`src/rtl/clock_timekeeper.sv`:
```
// 24-hour timekeeper with a 1 Hz prescaler, debounced mode/increment buttons and
// registered BCD digit outputs for the seven-segment display driver.
module clock_timekeeper #(
   parameter int TICK_DIV   = 100000000,
   parameter int DEB_CYCLES = 1000000
) (
   input  logic       clk,
   input  logic       clr,
   input  logic       btn_mode,
   input  logic       btn_inc,
   output logic [3:0] hr_tens,
   output logic [3:0] hr_ones,
   output logic [3:0] min_tens,
   output logic [3:0] min_ones,
   output logic       sec_tick,
   output logic [1:0] mode,
   output logic       blink
);

   localparam int PW = $clog2(TICK_DIV);
   localparam int DW = $clog2(DEB_CYCLES + 1);
   localparam logic [PW-1:0] PRE_LAST = PW'(TICK_DIV - 1);
   localparam logic [PW-1:0] PRE_HALF = PW'(TICK_DIV / 2);
   localparam logic [DW-1:0] DEB_LAST = DW'(DEB_CYCLES - 1);

   typedef enum logic [1:0] {RUN = 2'b00, SET_HR = 2'b01, SET_MIN = 2'b10} state_t;

   // bit 0 = mode button, bit 1 = increment button
   logic [1:0] btn_raw;
   logic [1:0] press;
   assign btn_raw = {btn_inc, btn_mode};

   genvar gi;
   generate
      for (gi = 0; gi < 2; gi++) begin : g_btn
         logic          sync1_reg;
         logic          sync2_reg;
         logic          level_reg;
         logic          press_reg;
         logic [DW-1:0] cnt_reg;

         // The press pulse fires on the same edge the debounced level rises.
         always_ff @(posedge clk or negedge clr) begin
            if (!clr) begin
               sync1_reg <= 1'b0;
               sync2_reg <= 1'b0;
               level_reg <= 1'b0;
               press_reg <= 1'b0;
               cnt_reg   <= '0;
            end else begin
               sync1_reg <= btn_raw[gi];
               sync2_reg <= sync1_reg;
               press_reg <= 1'b0;
               if (sync2_reg != level_reg) begin
                  if (cnt_reg == DEB_LAST) begin
                     level_reg <= sync2_reg;
                     press_reg <= sync2_reg;
                     cnt_reg   <= '0;
                  end else begin
                     cnt_reg <= cnt_reg + DW'(1);
                  end
               end else begin
                  cnt_reg <= '0;
               end
            end
         end

         assign press[gi] = press_reg;
      end
   endgenerate

   function automatic logic [7:0] bcd_inc(input logic [3:0] t, input logic [3:0] o,
                                          input logic [3:0] t_max, input logic [3:0] o_max);
      if (t == t_max && o == o_max) return 8'h00;
      else if (o == 4'd9)           return {t + 4'd1, 4'd0};
      else                          return {t, o + 4'd1};
   endfunction

   state_t        state_reg, state_next;
   logic [PW-1:0] presc_reg, presc_next;
   logic [3:0]    sec_t_reg, sec_t_next, sec_o_reg, sec_o_next;
   logic [3:0]    min_t_reg, min_t_next, min_o_reg, min_o_next;
   logic [3:0]    hr_t_reg, hr_t_next, hr_o_reg, hr_o_next;
   logic          sec_tick_reg, sec_tick_next;
   logic          blink_reg, blink_next;
   logic          tick, sec_wrap, min_wrap;

   always_ff @(posedge clk or negedge clr) begin
      if (!clr) begin
         state_reg    <= RUN;
         presc_reg    <= '0;
         sec_t_reg    <= 4'd0;
         sec_o_reg    <= 4'd0;
         min_t_reg    <= 4'd0;
         min_o_reg    <= 4'd0;
         hr_t_reg     <= 4'd0;
         hr_o_reg     <= 4'd0;
         sec_tick_reg <= 1'b0;
         blink_reg    <= 1'b0;
      end else begin
         state_reg    <= state_next;
         presc_reg    <= presc_next;
         sec_t_reg    <= sec_t_next;
         sec_o_reg    <= sec_o_next;
         min_t_reg    <= min_t_next;
         min_o_reg    <= min_o_next;
         hr_t_reg     <= hr_t_next;
         hr_o_reg     <= hr_o_next;
         sec_tick_reg <= sec_tick_next;
         blink_reg    <= blink_next;
      end
   end

   always_comb begin
      state_next    = state_reg;
      sec_t_next    = sec_t_reg;
      sec_o_next    = sec_o_reg;
      min_t_next    = min_t_reg;
      min_o_next    = min_o_reg;
      hr_t_next     = hr_t_reg;
      hr_o_next     = hr_o_reg;
      sec_tick_next = 1'b0;
      tick          = (presc_reg == PRE_LAST);
      sec_wrap      = (sec_t_reg == 4'd5) && (sec_o_reg == 4'd9);
      min_wrap      = (min_t_reg == 4'd5) && (min_o_reg == 4'd9);
      presc_next    = tick ? '0 : presc_reg + PW'(1);

      // A mode press takes priority over both the tick and an increment press.
      case (state_reg)
         RUN: begin
            if (press[0]) begin
               state_next = SET_HR;
               sec_t_next = 4'd0;
               sec_o_next = 4'd0;
               presc_next = '0;
            end else if (tick) begin
               sec_tick_next = 1'b1;
               {sec_t_next, sec_o_next} = bcd_inc(sec_t_reg, sec_o_reg, 4'd5, 4'd9);
               if (sec_wrap) begin
                  {min_t_next, min_o_next} = bcd_inc(min_t_reg, min_o_reg, 4'd5, 4'd9);
                  if (min_wrap)
                     {hr_t_next, hr_o_next} = bcd_inc(hr_t_reg, hr_o_reg, 4'd2, 4'd3);
               end
            end
         end
         SET_HR: begin
            if (press[0])
               state_next = SET_MIN;
            else if (press[1])
               {hr_t_next, hr_o_next} = bcd_inc(hr_t_reg, hr_o_reg, 4'd2, 4'd3);
         end
         SET_MIN: begin
            if (press[0]) begin
               state_next = RUN;
               presc_next = '0;
            end else if (press[1]) begin
               {min_t_next, min_o_next} = bcd_inc(min_t_reg, min_o_reg, 4'd5, 4'd9);
            end
         end
         default: state_next = RUN;
      endcase

      blink_next = (state_next != RUN) && (presc_next < PRE_HALF);
   end

   assign hr_tens  = hr_t_reg;
   assign hr_ones  = hr_o_reg;
   assign min_tens = min_t_reg;
   assign min_ones = min_o_reg;
   assign sec_tick = sec_tick_reg;
   assign mode     = state_reg;
   assign blink    = blink_reg;

endmodule
```
`config.mk`:
```
export PLATFORM = sky130hd
export DESIGN_NAME = clock_timekeeper
export DESIGN_NICKNAME = d
export VERILOG_FILES = /design/src/rtl/clock_timekeeper.sv
export SDC_FILE = /design/constraint.sdc
export NUM_CORES = 1
export LEC_CHECK = 0
export BUFFER_PORTS_ARGS = -buffer_cell sky130_fd_sc_hd__buf_2
export CAP_MARGIN = 20
export CORE_UTILIZATION = 56
export CTS_CLUSTER_SIZE = 8
export DETAILED_ROUTE_END_ITERATION = 10
export GPL_TIMING_DRIVEN = 0
export PLACE_DENSITY = 0.83
export SYNTH_ARGS = -nofsm -noshare
export SYNTH_HDL_FRONTEND = slang
export SYNTH_SLANG_ARGS = --single-unit
export TNS_END_PERCENT = 1
```
`constraint.sdc`:
```
create_clock -name clk -period 1.9 [get_ports clk]
set_input_delay 0.19 -clock clk [delete_from_list [all_inputs] [get_ports clk]]
set_output_delay 0.19 -clock clk [all_outputs]
set_load 0.02 [all_outputs]
```
==> Implementation_results.wiki, run 1 <==
{| class="wikitable"
! Metric !! Value
|-
| Buffer depth of the longest clock path || 2
|-
| Post-synthesis cell type count || 61
|-
| Global-route wire length before repair || 18300 µm
|-
| Cell occurring most often along the worst timing path || buf_4
|-
| Core region area || 9240 µm²
|-
| Antenna violations before repair || 0
|-
| Final routed wirelength across all metal layers || 10700 µm
|-
| Number of top-level pins || 24
|-
| Result of the run || finished, violations left
|-
| Core occupancy in the finished layout || 0.677
|-
| Switching power total || 849 µW
|-
| Width of the chip || 99.5 µm
|-
| Total placed instance area || 5660 µm²
|-
| Slew headroom || 0.574
|-
| Static leakage || 0.00279 µW
|-
| Area growth, synth to finish || 17.4%
|-
| Final Wtd Congestion || 0.836
|-
| Dominant synthesized flop cell || dfrtp_1
|-
| Largest vdd supply drop || 544 µV
|-
| RSZ-0062 raised after global routing || yes
|-
| Proportion of power drawn by combinational gates || 0.029
|-
| Synth warn || 0
|-
| Total number of nets in the final design || 620
|-
| Overall power of the completed layout || 3760 µW
|-
| Post-synth EDFFs || 0
|-
| Clock tree from TritonCTS || built
|-
| Kind of end point of the critical path || register
|-
| Number of optimization iterations in the first detailed-route pass || 7
|-
| Layout Skew || 0.00961 ns
|-
| Sw Ratio || 0.226
|-
| Hold violation total from the final report || 0
|-
| Slew at the pin with the worst max-slew slack || 0.640 ns
|-
| Average cell area after synthesis || 9.59 µm²
|-
| Commonest cells after routing, fill and taps aside || dfrtp_1, nor2_1, nand2_1
|-
| HPWL Detailed || 7390 µm
|-
| Part of the total power dissipated in the clock network || 0.380
|-
| Number of remaining DRC errors || 0
|-
| Crit Path Class || register to register
|-
| Largest net degree at the start of global routing || 56
|-
| Grt total ovfl || 0
|-
| Launching element type of the critical path || register
|-
| Final Setup Violations || 38
|-
| Largest fanout of any net on the critical path || 9
|-
| Placement Setup Slack || -0.408 ns
|-
| Sequential fraction of the synthesis area || 0.484
|-
| Finished layout cell area || 6250 µm²
|-
| Fmax || 0.460 GHz
|-
| Count of port buffers added during placement || 23
|-
| Netlist area before placement || 5330 µm²
|-
| Total nets after synthesis || 572
|-
| Number of buffers created by CTS || 9
|-
| CP top delay family || compound AO/OA/AOI/OAI gates
|-
| Maximum level of the CTS H-tree || 3
|-
| First-iteration detailed-routing DRC count || 145
|-
| Synthesized flop and latch total || 103
|-
| Clock latency of the later-clocked register in the worst-skew pair || 0.38 ns
|-
| Leading cell type in the layout, fill and taps excluded || dfrtp_1
|-
| Root Driver || clkbuf_8
|-
| Master of the slowest instance on the critical path || dfrtp_1
|-
| Antenna Cells || 0
|-
| Via count || 4161
|-
| Hold Crit Class || register to register
|-
| Worst-path cell chain || buf_4 > and4bb_2 > nand4_1 > buf_4 > o31ai_4 > buf_6 > nor2_1 > a221o_1 > a31oi_1
|-
| Part of the total power dissipated in sequential elements || 0.591
|-
| Buffers plus inverters on the worst setup path || 3
|-
| Violated checks || negative setup slack
|-
| DR vias/cell || 5.65
|-
| Number of maximum-capacitance constraint violations || 0
|-
| Area used by multi-input combinational logic || 2810 µm²
|-
| Final worst setup slack || -0.276 ns
|-
| Gate Count Post-Synth || 555
|-
| Initial core utilization || 0.576
|-
| Layout filler cell count || 659
|-
| Number of flip-flops under the largest register name || 40
|-
| Internal power summed over all cells || 2910 µW
|-
| Power per cell area || 601 nW/µm²
|-
| Data arrival time of the critical path || 2.48 ns
|-
| Routed length per placed instance || 14.5 µm
|-
| Critical Path Max Stage Delay || 0.37 ns
|-
| Cell row count || 35
|-
| Total count of max-transition violations in the final report || 0
|-
| Die area || 9900 µm²
|-
| Reg area || 2580 µm²
|-
| GRT Overall Usage || 0.233
|-
| Part of the cycle the worst path needs || 1.15
|-
| Hold Slack || 0.359 ns
|-
| Final worst path period need || 2.18 ns
|-
| Share of layout cells above drive strength 1 || 0.202
|-
| Antenna Nets Post-Route || 0
|-
| Clock-pin transition on the worst setup and hold timing paths || 0.10 ns
|-
| Via count of the first global-routing pass || 4113
|-
| Die Ht || 99.5 µm
|-
| Number of clock sinks seen by CTS || 103
|-
| Proportion of register bits with asynchronous set or reset after synthesis || 1.00
|-
| Required time of the critical path || 2.20 ns
|}
[final timing paths]
path / start / cells past startpoint / endpoint / slack, ns
max in group asynchronous: clr / 3 / presc_reg[3]$_DFF_PN0_ / 0.84
worst max register to register: presc_reg[9]$_DFF_PN0_ / 9 / blink$_DFF_PN0_ / -0.28
worst max-delay path: presc_reg[9]$_DFF_PN0_ / 9 / blink$_DFF_PN0_ / -0.28
worst min register to register: g_btn[1].sync1_reg$_DFF_PN0_ / 0 / g_btn[1].sync2_reg$_DFF_PN0_ / 0.36
min in group asynchronous: clr / 2 / presc_reg[23]$_DFF_PN0_ / 0.37
worst min-delay path: g_btn[1].sync1_reg$_DFF_PN0_ / 0 / g_btn[1].sync2_reg$_DFF_PN0_ / 0.36
[final cells by class]
class | count | area share
plain buffers | 19 | 0.0282
clock inverters | 5 | 0.0104
flip-flops and latches | 103 | 0.413
inverters | 14 | 0.00841
multi-input cells | 418 | 0.449
well taps | 129 | 0.0258
repair buffers | 38 | 0.0424
clock buffers | 11 | 0.0226
[synthesized netlist by cell type, types with 14 or more instances]
cell type / n / share of area
nand4_1: 18 / 0.021
inv_1: 14 / 0.0099
nand3_1: 36 / 0.034
a21oi_1: 15 / 0.014
nand2_1: 45 / 0.032
nor2_1: 86 / 0.061
xor2_1: 30 / 0.049
and3_1: 14 / 0.016
o21ai_0: 23 / 0.022
xnor2_1: 33 / 0.054
nor4_1: 16 / 0.019
dfrtp_1: 103 / 0.48
[timing repair]
item	CTS	global route
pin swaps	17	6
gates resized for setup	52	23
endpoints found under the setup margin	84	77
hold endpoints to repair	50	0
buffers inserted	9	2
hold buffers	3	0
[through the flow]
step                cells  TNS, ns
floorplan             555    -1.78
global placement      707   -56.01
detailed placement    708   -17.92
CTS                   735    -3.72
global route          737   -10.12
finish                737    -4.12
[power groups by stage]
| stage | logic [µW] | clock network (µW) | registers, µW |
|---|---|---|---|
| final | 110 | 1430 | 2220 |
| after global routing | 125 | 1560 | 2220 |
| after CTS | 107 | 1460 | 2220 |
| after detailed placement | 92.1 | 0 | 2260 |
| after global placement | 79.9 | 0 | 2260 |
| after floorplan | 29.3 | 0 | 2260 |
[routing by layer]
metal  part of all wire  up-vias  routed length, µm  global-route usage
li1                   -     2023                  -                   -
met1               0.44     2029               4670               0.284
met2               0.50       81               5380               0.395
met3              0.035       28                374              0.0576
met4              0.027        0                286              0.0962
met5                  0        -                  0                   0
[cell families after synthesis]
kind of cell | count (synthesis) | synth area share
compound gates | 62 | 0.0735
flops | 103 | 0.484
simple gates | 277 | 0.269
buf+inv | 34 | 0.0331
fa+ha+maj | 13 | 0.0305
xor+xnor | 63 | 0.104
mux | 3 | 0.00634
[worst register-to-register path, cell delays in order (launching register included)]
cell and delay [ns]:
dfrtp_1 0.37, buf_4 0.16, and4bb_2 0.29, nand4_1 0.16
buf_4 0.19, o31ai_4 0.26, buf_6 0.15, nor2_1 0.05
a221o_1 0.33, a31oi_1 0.13
Power figures use the tool's default switching activity.
==> inputs of run 2 (changes only) <==
Settings changed: SETUP_SLACK_MARGIN from default to 0.5.
==> Implementation_results.wiki, run 2 (synthesis results as in run 1) <==
{| class="wikitable"
! Metric !! Value
|-
| First-iteration detailed-routing DRC count || 161
|-
| RSZ-0062 raised after global routing || yes
|-
| Number of buffers created by CTS || 9
|-
| Total number of nets in the final design || 623
|-
| Setup slack on the worst flop-to-flop path || -0.27 ns
|-
| Power per cell area || 591 nW/µm²
|-
| Clock latency of the later-clocked register in the worst-skew pair || 0.39 ns
|-
| Root Driver || clkbuf_8
|-
| Slew at the pin with the worst max-slew slack || 0.650 ns
|-
| Worst flop-to-flop path startpoint || presc_reg[9]$_DFF_PN0_
|-
| Slew headroom || 0.567
|-
| Area growth, synth to finish || 20.2%
|-
| GRT Overall Usage || 0.239
|-
| Share of layout cells above drive strength 1 || 0.237
|-
| Clock-pin transition on the worst setup and hold timing paths || 0.10 ns
|-
| Clock tree from TritonCTS || built
|-
| Routed length per placed instance || 15.3 µm
|-
| Antenna violations before repair || 0
|-
| Critical Path Max Stage Delay || 0.37 ns
|-
| Final routed wirelength across all metal layers || 11300 µm
|-
| Grt total ovfl || 0
|-
| Setup Total Neg Slack || -4.44 ns
|-
| Largest net degree at the start of global routing || 56
|-
| Data arrival time of the critical path || 2.47 ns
|-
| HPWL Detailed || 7390 µm
|-
| Die area || 9900 µm²
|-
| Worst-path cell chain || buf_4 > and4bb_2 > nand4_1 > buf_4 > o31ai_4 > buf_6 > nor2_2 > a221o_1 > a31oi_1
|-
| Cell row count || 35
|-
| Total count of max-transition violations in the final report || 0
|-
| Hold violation total from the final report || 0
|-
| Maximum level of the CTS H-tree || 3
|-
| Register-to-Register Path Depth || 9
|-
| Number of top-level pins || 24
|-
| Leading cell type in the layout, fill and taps excluded || dfrtp_1
|-
| Endpoint of the lowest-slack register-to-register path || blink$_DFF_PN0_
|-
| Required time of the critical path || 2.21 ns
|-
| Number of remaining DRC errors || 0
|-
| Commonest cells after routing, fill and taps aside || dfrtp_1, nor2_1, nand2_1
|-
| Fmax || 0.462 GHz
|-
| Final worst path period need || 2.17 ns
|-
| Layout Skew || 0.00871 ns
|-
| Global-route wire length before repair || 18700 µm
|-
| Final worst setup slack || -0.267 ns
|-
| Total placed instance area || 5660 µm²
|-
| DR vias/cell || 5.74
|-
| Core region area || 9240 µm²
|-
| Launching element type of the critical path || register
|-
| Initial core utilization || 0.576
|-
| Number of maximum-capacitance constraint violations || 0
|-
| Kind of end point of the critical path || register
|-
| Cell occurring most often along the worst timing path || buf_4
|-
| Overall power of the completed layout || 3780 µW
|-
| Width of the chip || 99.5 µm
|-
| Number of clock sinks seen by CTS || 103
|-
| Final Setup Violations || 44
|-
| Count of port buffers added during placement || 23
|-
| Largest fanout of any net on the critical path || 9
|-
| Largest vdd supply drop || 555 µV
|-
| Via count || 4250
|-
| Static leakage || 0.00280 µW
|-
| Buffer depth of the longest clock path || 2
|-
| Antenna Cells || 0
|-
| Core occupancy in the finished layout || 0.692
|-
| Finished Layout Cells || 740
|-
| Master of the slowest instance on the critical path || dfrtp_1
|-
| Crit Path Class || register to register
|-
| Violated checks || negative setup slack
|-
| Die Ht || 99.5 µm
|-
| Placed instance count || 708
|-
| Hold Crit Class || primary input to asynchronous set/reset pin
|-
| Final Wtd Congestion || 0.836
|-
| Number of flip-flops under the largest register name || 40
|-
| Part of the cycle the worst path needs || 1.14
|-
| Antenna Nets Post-Route || 0
|-
| Via count of the first global-routing pass || 4155
|-
| Number of optimization iterations in the first detailed-route pass || 5
|-
| Finished layout cell area || 6400 µm²
|-
| Result of the run || finished, violations left
|}
==> run 2: worst max path at each step <==
stage                     slack, ns  depth (start not counted)                      end                     from
after detailed placement      -0.41                          7  presc_reg[23]$_DFF_PN0_   presc_reg[0]$_DFF_PN0_
after floorplan               -0.11                          8  min_tens[3]$_DFFE_PN0P_  presc_reg[17]$_DFF_PN0_
after global placement        -0.40                          7   presc_reg[7]$_DFF_PN0_   presc_reg[0]$_DFF_PN0_
after global routing          -0.39                          9          blink$_DFF_PN0_  presc_reg[12]$_DFF_PN0_
after CTS                     -0.22                          9   hr_tens[3]$_DFFE_PN0P_  presc_reg[12]$_DFF_PN0_
final                         -0.27                          9          blink$_DFF_PN0_   presc_reg[9]$_DFF_PN0_
==> run 2: timing repair <==
action,in CTS,in global routing
hold buffers,3,0
gates resized for setup,85,22
pin swaps,46,13
setup buffers,10,3
endpoints found under the setup margin,95,95
hold endpoints to repair,50,0
==> run 2: power by group <==
group | internal, µW | leakage, µW | total (µW) | switching (µW)
clock | 662 | 0.000103 | 1440 | 780
sequential | 2200 | 0.00140 | 2220 | 13.8
combinational | 42.4 | 0.00129 | 120 | 77.9
==> run 2: worst max-delay path: cells and delay by family (launching register included) <==
family                 cells  cell delay [ns]
buffers and inverters      3             0.51
flip-flops                 1             0.37
AO/OA/AOI/OAI              3             0.72
AND/OR/NAND/NOR            3             0.48
==> run 2: per-stage QoR <==
step	worst slack (ns)	hold slack (ns)
finish	-0.267	0.359
global route	-0.388	0.365
CTS	-0.224	0.360
detailed placement	-0.408	0.251
global placement	-0.398	0.299
floorplan	-0.108	-0.106
==> run 2: layout make-up <==
type / instances / area (µm²)
clock buffer: 11 / 141
inverter: 14 / 52.6
multi-input combinational: 418 / 2920
clock inverter: 5 / 65.1
tap: 129 / 161
sequential: 103 / 2580
timing repair buffer: 40 / 280
buffer: 20 / 195
fill: 643 / 2840
==> run 2: layer usage <==
layer / vias to the layer above / global-route usage / wire [µm]
met3: 25 / 0.0583 / 409
met5: - / 0 / 0
met2: 102 / 0.402 / 5880
met4: 0 / 0.101 / 252
met1: 2094 / 0.295 / 4790
li1: 2029 / - / -
